$ cat src/rtl/rpn_exec.sv
`default_nettype none
// +----------------------------------------------------------------------------+
// | Module : rpn_exec                                                          |
// | Brief  : RPN command executor between UART RX/TX and an external stack.    |
// | Rev    : 1.0  initial release                                              |
// +----------------------------------------------------------------------------+
module rpn_exec #(
  parameter int WIDTH = 16,
  parameter int DEPTH = 16
) (
  input  logic             clk,
  input  logic             rst,
  input  logic             rx_valid,
  input  logic [7:0]       rx_data,
  output logic             rx_ready,
  output logic             stk_wen,
  output logic [WIDTH-1:0] stk_din,
  output logic [1:0]       stk_pop_cnt,
  input  logic [WIDTH-1:0] stk_first,
  input  logic [WIDTH-1:0] stk_second,
  output logic             res_valid,
  output logic [WIDTH-1:0] res_data,
  input  logic             res_ready,
  output logic             err
);

  localparam int DEPTH_W = $clog2(DEPTH + 1);

  localparam logic [WIDTH-1:0]   c_ten       = WIDTH'(10);
  localparam logic [DEPTH_W-1:0] c_one       = DEPTH_W'(1);
  localparam logic [DEPTH_W-1:0] c_two       = DEPTH_W'(2);
  localparam logic [DEPTH_W-1:0] c_depth_max = DEPTH_W'(DEPTH);

  typedef enum logic [2:0] {
    S_IDLE = 3'd0,
    S_NUM  = 3'd1,
    S_WAIT = 3'd2,
    S_OP   = 3'd3,
    S_EMIT = 3'd4
  } state_t;

  typedef enum logic [2:0] {
    P_NONE = 3'd0,
    P_ADD  = 3'd1,
    P_SUB  = 3'd2,
    P_MUL  = 3'd3,
    P_EQ   = 3'd4
  } pend_t;

  state_t             state_q, state_d;
  pend_t              pend_q, pend_d;
  logic [WIDTH-1:0]   acc_q, acc_d;
  logic [DEPTH_W-1:0] depth_q, depth_d;
  logic               wen_q, wen_d;
  logic [WIDTH-1:0]   din_q, din_d;
  logic [1:0]         pop_q, pop_d;
  logic               res_valid_q, res_valid_d;
  logic [WIDTH-1:0]   res_data_q, res_data_d;
  logic               err_q, err_d;

  logic             w_accept;
  logic             w_is_digit;
  logic             w_is_delim;
  logic             w_is_clear;
  pend_t            w_op;
  pend_t            w_exec_op;
  logic [WIDTH-1:0] w_digit;
  logic [WIDTH-1:0] w_sum;
  logic [WIDTH-1:0] w_diff;
  logic [WIDTH-1:0] w_prod;

  assign rx_ready    = (state_q == S_IDLE) || (state_q == S_NUM);
  assign w_accept    = rx_valid && rx_ready;
  assign stk_wen     = wen_q;
  assign stk_din     = din_q;
  assign stk_pop_cnt = pop_q;
  assign res_valid   = res_valid_q;
  assign res_data    = res_data_q;
  assign err         = err_q;

  // All arithmetic wraps modulo 2^WIDTH; only the low product bits are kept.
  assign w_sum  = stk_second + stk_first;
  assign w_diff = stk_second - stk_first;
  assign w_prod = stk_second * stk_first;

  always_comb begin
    w_is_digit = (rx_data >= 8'h30) && (rx_data <= 8'h39);
    w_is_delim = (rx_data == 8'h20) || (rx_data == 8'h0D) || (rx_data == 8'h0A);
    w_is_clear = (rx_data == 8'h63);
    w_digit    = {{(WIDTH-4){1'b0}}, rx_data[3:0]};
    case (rx_data)
      8'h2B:   w_op = P_ADD;
      8'h2D:   w_op = P_SUB;
      8'h2A:   w_op = P_MUL;
      8'h3D:   w_op = P_EQ;
      default: w_op = P_NONE;
    endcase
  end

  always_comb begin
    state_d     = state_q;
    pend_d      = pend_q;
    acc_d       = acc_q;
    depth_d     = depth_q;
    wen_d       = 1'b0;
    din_d       = din_q;
    pop_d       = 2'd0;
    res_valid_d = res_valid_q;
    res_data_d  = res_data_q;
    err_d       = err_q;
    w_exec_op   = P_NONE;

    case (state_q)
      S_IDLE: begin
        if (w_accept) begin
          if (w_is_digit) begin
            acc_d   = w_digit;
            state_d = S_NUM;
          end else if (w_is_clear) begin
            depth_d = '0;
            err_d   = 1'b0;
            acc_d   = '0;
          end else begin
            w_exec_op = w_op;
          end
        end
      end

      S_NUM: begin
        if (w_accept) begin
          if (w_is_digit) begin
            acc_d = acc_q * c_ten + w_digit;
          end else if (w_is_clear) begin
            depth_d = '0;
            err_d   = 1'b0;
            acc_d   = '0;
            state_d = S_IDLE;
          end else if (w_is_delim || (w_op != P_NONE)) begin
            // Push the literal; a trailing operator is parked until the push lands.
            if (depth_q == c_depth_max) begin
              err_d   = 1'b1;
              acc_d   = '0;
              pend_d  = P_NONE;
              state_d = S_IDLE;
            end else begin
              wen_d   = 1'b1;
              din_d   = acc_q;
              depth_d = depth_q + c_one;
              pend_d  = w_op;
              state_d = S_WAIT;
            end
          end
        end
      end

      S_WAIT: begin
        acc_d   = '0;
        state_d = (pend_q != P_NONE) ? S_OP : S_IDLE;
      end

      S_OP: begin
        w_exec_op = pend_q;
        pend_d    = P_NONE;
        state_d   = S_IDLE;
      end

      S_EMIT: begin
        if (res_ready) begin
          res_valid_d = 1'b0;
          state_d     = S_IDLE;
        end
      end

      default: state_d = S_IDLE;
    endcase

    // Operator evaluation shared by IDLE (direct) and OP (deferred).
    case (w_exec_op)
      P_ADD, P_SUB, P_MUL: begin
        if (depth_q < c_two) begin
          err_d   = 1'b1;
          state_d = S_IDLE;
        end else begin
          wen_d   = 1'b1;
          pop_d   = 2'd2;
          depth_d = depth_q - c_one;
          state_d = S_WAIT;
          case (w_exec_op)
            P_ADD:   din_d = w_sum;
            P_SUB:   din_d = w_diff;
            default: din_d = w_prod;
          endcase
        end
      end
      P_EQ: begin
        if (depth_q == '0) begin
          err_d   = 1'b1;
          state_d = S_IDLE;
        end else begin
          res_data_d  = stk_first;
          res_valid_d = 1'b1;
          state_d     = S_EMIT;
        end
      end
      default: ;
    endcase
  end

  always_ff @(posedge clk) begin
    if (rst) begin
      state_q     <= S_IDLE;
      pend_q      <= P_NONE;
      acc_q       <= '0;
      depth_q     <= '0;
      wen_q       <= 1'b0;
      din_q       <= '0;
      pop_q       <= 2'd0;
      res_valid_q <= 1'b0;
      res_data_q  <= '0;
      err_q       <= 1'b0;
    end else begin
      state_q     <= state_d;
      pend_q      <= pend_d;
      acc_q       <= acc_d;
      depth_q     <= depth_d;
      wen_q       <= wen_d;
      din_q       <= din_d;
      pop_q       <= pop_d;
      res_valid_q <= res_valid_d;
      res_data_q  <= res_data_d;
      err_q       <= err_d;
    end
  end

endmodule
`default_nettype wire

$ cat config.mk
export PLATFORM = sky130hd
export DESIGN_NAME = rpn_exec
export DESIGN_NICKNAME = d
export VERILOG_FILES = /design/src/rtl/rpn_exec.sv
export SDC_FILE = /design/constraint.sdc
export NUM_CORES = 1
export LEC_CHECK = 0
export BUFFER_PORTS_ARGS = -buffer_cell sky130_fd_sc_hd__buf_2
export CAP_MARGIN = 20
export CORE_ASPECT_RATIO = 1.4
export CORE_MARGIN = 10
export CORE_UTILIZATION = 55
export DETAILED_ROUTE_END_ITERATION = 10
export PLACE_DENSITY = 0.74
export SLEW_MARGIN = 5
export SYNTH_ARGS = -nofsm -noshare
export SYNTH_HDL_FRONTEND = slang
export SYNTH_SLANG_ARGS = --single-unit
$ cat constraint.sdc
create_clock -name clk -period 17.5 [get_ports clk]
set_input_delay 3.5 -clock clk [delete_from_list [all_inputs] [get_ports clk]]
set_output_delay 3.5 -clock clk [all_outputs]
set_load 0.005 [all_outputs]
# After elaboration in Yosys (flattened, before gate mapping)
# Index checks and enable logic that the tools add are counted.
dict set report word_totals {
  register_bits 64
  in_bits 44
}
dict set report classes {
  n_mux 78
  add_sub_neg 5
  bitwise 2
  multipliers 2
  n_lt_le_gt_ge 3
  n_reduce_logical 18
  eq_ne 31
}
# op count
set ops {}
lappend ops {{2-to-1 mux 16 bit} 16}
lappend ops {{2-to-1 mux 5 bit} 10}
lappend ops {{2-to-1 mux 3 bit} 16}
lappend ops {{case mux 16 bit (3 select lines)} 1}
lappend ops {{equality test 8 x 6 -> 1 bit, second input constant} 5}
lappend ops {{case mux 16 bit (2 select lines)} 1}
lappend ops {{case mux 3 bit (4 select lines)} 2}
lappend ops {{2-to-1 mux 1 bit} 22}
lappend ops {{case mux 3 bit (2 select lines)} 3}
lappend ops {{adder 16 bit} 1}
lappend ops {{adder 16 x 4 -> 16 bit} 1}
lappend ops {{equality test 8 x 4 -> 1 bit, second input constant} 2}
lappend ops {{multiplier 16 x 16 -> 16 bit} 1}
lappend ops {{multiplier 16 x 3 -> 15 bit, second input constant} 1}
lappend ops {{!= test 4 x 2 -> 1 bit, second input constant} 4}
lappend ops {{subtractor 16 bit} 1}
lappend ops {{equality test 3 x 2 -> 1 bit, second input constant} 4}
lappend ops {{AND reduction 6 bit} 2}
lappend ops {{case mux 5 bit (2 select lines)} 1}
lappend ops {{nonzero test 3 bit} 3}
lappend ops {{equality test 8 x 7 -> 1 bit, second input constant} 1}
lappend ops {{>= comparator 8 x 6 -> 1 bit, second input constant} 1}
lappend ops {{less-or-equal comparator 8 x 6 -> 1 bit, second input constant} 1}
lappend ops {{2-to-1 mux 2 bit} 4}
lappend ops {{other kinds (23)} 35}

# Longest topological paths before layout
dict set report depth {
  ltp_word 11
  ltp_mapped 24
}

# Worst setup path after synthesis
# Ideal clock, no wire load.
dict set report synth_timing {
  path_kind {input -> register}
  startpoint {input stk_first[2]}
  endpoint {register din_q[14] (netlist: stk_din[14])}
  cell_stages 20
  arrival_ns 8.601
  slack_ns 8.784
  cell_sequence {clkbuf_1 clkbuf_1 nand2_1 fa_1 fa_1 fa_1 fa_1 inv_1 fa_1 inv_1 fa_1 inv_1 ha_1 and3_1 a21oi_1 o21ai_0 o41ai_1 xor2_1 nand3_1 and3_1}
}
dict set report synth_via {
  elab_chain_len 4
}
# item line
set synth_rtl {}
lappend synth_rtl {{start, declared} 19} ;# input logic [WIDTH-1:0] stk_first,
lappend synth_rtl {{multiplier 16 x 16 -> 16 bit (tied with other cells)} 84} ;# assign w_prod = stk_second * stk_first;
lappend synth_rtl {{case mux 16 bit (2 select lines) (*)} 188} ;# case (w_exec_op)
lappend synth_rtl {{2-to-1 mux 16 bit (*)} 180} ;# if (depth_q < c_two) begin
lappend synth_rtl {{2-to-1 mux 16 bit (*)} 178} ;# case (w_exec_op)
lappend synth_rtl {{end signal, assigned} 227} ;# din_q <= din_d;
lappend synth_rtl {{end, declared} 55} ;# logic [WIDTH-1:0] din_q, din_d;
# Every way passes the cells marked *; elsewhere a longest branch is shown, timed or not.
# A chain may end at the register's enable or synchronous reset.

# Final worst setup path
dict set report layout_timing {
  startpoint {input stk_second[1]}
  endpoint {register din_q[15] (netlist: stk_din[15])}
}
dict set report layout_via {
  elab_chain_len 4
}
# item line
set layout_rtl {}
lappend layout_rtl {{start, declared} 20} ;# input logic [WIDTH-1:0] stk_second,
lappend layout_rtl {{multiplier 16 x 16 -> 16 bit (tied with other cells)} 84}
lappend layout_rtl {{case mux 16 bit (2 select lines) (*)} 188}
lappend layout_rtl {{2-to-1 mux 16 bit (*)} 180}
lappend layout_rtl {{2-to-1 mux 16 bit (*)} 178}
# Marks and branches as above.

==> results.yml <==
clocking:
  cts_made_buffers: 9
  cts-htree-levels: 3
  root_buffer: "clkbuf_16"
  clockBufferDepth: 2
  clk_pin_slew_ns: 0.06
  cts_resized: 0
  insertion_delay_ns: 0.33
  cts_hold_buffers: 0
  cts.sinks: 63
  cts_tree: "yes"
  postCtsSetupBuffers: 0
setup_path:
  rrSetupSlack_ns: 12.57
  worstSetupEndpointType: "register"
  cp_data_arrival_time_ns: 8.96
  r2r-start: "state_q[2]"
  ff2ff_path_depth: 16
  worstReg2RegEnd: "stk_din[13]"
  crit_type: "in -> reg"
  cp_max_fo: 14
  required_ns: 17.75
  startpoint_type: "input port"
synth:
  synth-seq-cells: 63
  seq_area_frac_synth_pct: 13.7
  async_reset_ff_share_pct: 0
  avgSynthCellArea_sq_um: 8.04
  synth_edf_count: 0
  yosysUniqueCellTypes: 77
  syn-cell-area_sq_um: 9190
  yosys.area.top_type: "fa_1"
  synthCells: 1144
  synthTopCellsByCount: "136 x nand2_1, 134 x inv_1, 94 x ha_1, 91 x nor2_1, 83 x fa_1"
  synth_top_area_share_pct: 18.1
  synth_nets: 1365
  ys.flop_type: "dfxtp_1"
  yosysMostFrequentCell: "nand2_1"
  ys_warn_count: 0
  ys_top_cells_by_area: "fa_1 18%, dfxtp_1 14%, ha_1 13%, nand2_1 5.6%, inv_1 5.5%"
run_status:
  outcome: "completed"
sta:
  worst_slew_pin_slew_ns: 0.917
  fmax_mhz: 115
  hold_viol_final: 0
  setup_tns_ns: 0
  period_minus_slack_ns: 8.71
  setup_violations: 0
  clock_skew_ns: 0.00690
  drv_slew: 0
  slew_headroom_pct: 38.7
  layout_worst_path_cycle_share_pct: 49.8
  rsz0062_at_grt: "no"
  holdWs_ns: 0.465
finish:
  fillCellCount: 1501
  seq_area_sq_um: 1260
  antennaDiodeCount: 0
  fin_area_sq_um: 9970
  multi_input_area_sq_um: 7220
  area_growth_pct: 8.49
  finalNetCount: 1408
  drive_above_1_share_pct: 10.4
grt:
  grt_max_degree: 63
  grt_util_met2_pct: 39.7
  top_usage_layer: "met2"
  grt.met1_usage_pct: 24.8
  gr-total-overflow: 0
  antenna_found_initial: 0
  grt_pass1_vias: 8092
  grt_pass1_wl_microns: 40300
  met3_usage_pct: 2.91
  gr-usage-all-layers_pct: 22.2
hold_path:
  hold_depth: 2
  hold_class: "reg -> reg"
  min-delay-start: "acc_q[15]"
  min_to: "acc_q[15]"
floorplan:
  row_count: 55
  dieArea_sq_um: 22400
  die_h_microns: 173
  initial_core_util_pct: 56.4
  core_sq_um: 16300
  ios: 82
  die_w_microns: 129
pwr:
  p_clk_share_pct: 16.7
  p_total_mw: 1.07
  irDropWorstVdd_uv: 95.6
  pwr-share-comb_pct: 69.9
  p_seq_share_pct: 13.5
  switching_share_pct: 46.3
  switching_power_mw: 0.496
  p_int_mw: 0.575
  leakage_nw: 4.63
  p_per_area_nw_per_um2: 107
drt:
  drt_iter0_drc: 418
  vias: 7978
  drcViolationCount: 0
  ant_nets: 0
  drt_pass1_iterations: 5
  viasPerCell: 5.74
  routed_wl_microns: 24600
  wl_per_cell_microns: 17.7
placed_design:
  dp_hpwl_microns: 19900
  dpl_cell_area_sq_um: 9670
  routabilityCongestion: 0.943
  port_buffers: 80
job:
  drv_cap: 0
## per-stage QoR
stage / setup slack, ns / utilization (%) / cells
global route: 8.35 / 61.2 / 1391
global placement: 8.58 / 59.2 / 1374
finish: 8.79 / 61.2 / 1391
CTS: 8.77 / 61.2 / 1391
detailed placement: 8.43 / 59.3 / 1375
floorplan: 8.78 / - / 1144
## routing by layer
metal | part of all wire, % | wire length [microns]
met3 | 4.5 | 1110
met1 | 38 | 9330
met2 | 53 | 13000
met4 | 4.8 | 1190
met5 | 0 | 0
## sequential cells by signal, indices dropped and copies added (netlist names)
register,cells
depth_q,5
acc_q,16
pend_q,3
stk_pop_cnt,1
res_valid,1
state_q,3
stk_wen,1
err,1
res_data,16
stk_din,16
## power by group through the flow
stage | clock, mW | sequential, mW | combinational [mW]
floorplan | 0 | 0.147 | 0.568
global placement | 0 | 0.147 | 0.730
detailed placement | 0 | 0.147 | 0.746
CTS | 0.183 | 0.144 | 0.756
global route | 0.189 | 0.144 | 0.853
finish | 0.178 | 0.144 | 0.748
## how the worst max path moves through the flow
stage	start	end	slack, ns	depth (start not counted)
floorplan	stk_first[2]	stk_din[14]	8.78	20
finish	stk_second[1]	stk_din[15]	8.79	20
global placement	stk_second[1]	stk_din[15]	8.58	20
detailed placement	stk_second[1]	stk_din[15]	8.43	20
global route	stk_second[1]	stk_din[15]	8.35	20
CTS	stk_second[1]	stk_din[15]	8.77	20
## final cells by class
| class | count | share of cell area, % |
|---|---|---|
| multi-input combinational | 893 | 72.3 |
| sequential | 63 | 12.6 |
| inverter | 135 | 5.08 |
| timing repair buffer | 85 | 4.43 |
| tap | 199 | 2.50 |
| clock buffer | 10 | 2.40 |
| clock inverter | 6 | 0.602 |
## worst max-delay path, stage by stage
cell	delay, ns
buf_2	0.31
inv_1	0.19
nor2_1	0.20
fa_1	0.45
fa_1	0.52
ha_1	0.25
fa_1	0.53
inv_1	0.05
fa_1	0.49
fa_1	0.56
inv_1	0.04
ha_1	0.32
o21ai_0	0.09
nor2_1	0.08
o41ai_1	0.45
o21a_1	0.24
o21ai_0	0.15
xnor2_1	0.20
mux2i_1	0.10
a211oi_1	0.24
## kinds of logic after synthesis
kind of cell | count (synthesis) | synth area share [%]
buffers and inverters | 188 | 7.84
flip-flops | 63 | 13.7
XOR/XNOR | 84 | 8.23
AND/OR/NAND/NOR | 420 | 22.7
other | 1 | 0.0408
adder cells (fa/ha/maj) | 177 | 30.9
AO/OA/AOI/OAI | 186 | 13.9
multiplexers | 25 | 2.74
## placed cells by master, fill, tap and decap left out, drive strengths merged, types with 3 or more instances in the layout
cell type    n
and2        74
and3        11
dfxtp       63
nor2        92
nor3b        6
o31ai        8
nand4        5
xnor2       53
buf         85
mux2i       24
a211oi      20
clkinv       3
nor2b       17
or3          4
nand2      137
ha          94
or2          3
a31oi        7
a22oi        6
nor3        24
or4          4
nand2b       7
o21a         5
a311oi      15
nand3       17
a21o        11
o21ai       38
and3b        3
a221oi       4
a21oi       48
inv        135
xor2        30
nor4         9
clkbuf      10
o211ai       5
fa          83
o41ai        3
No activity file was read; power rests on OpenSTA's default activity.
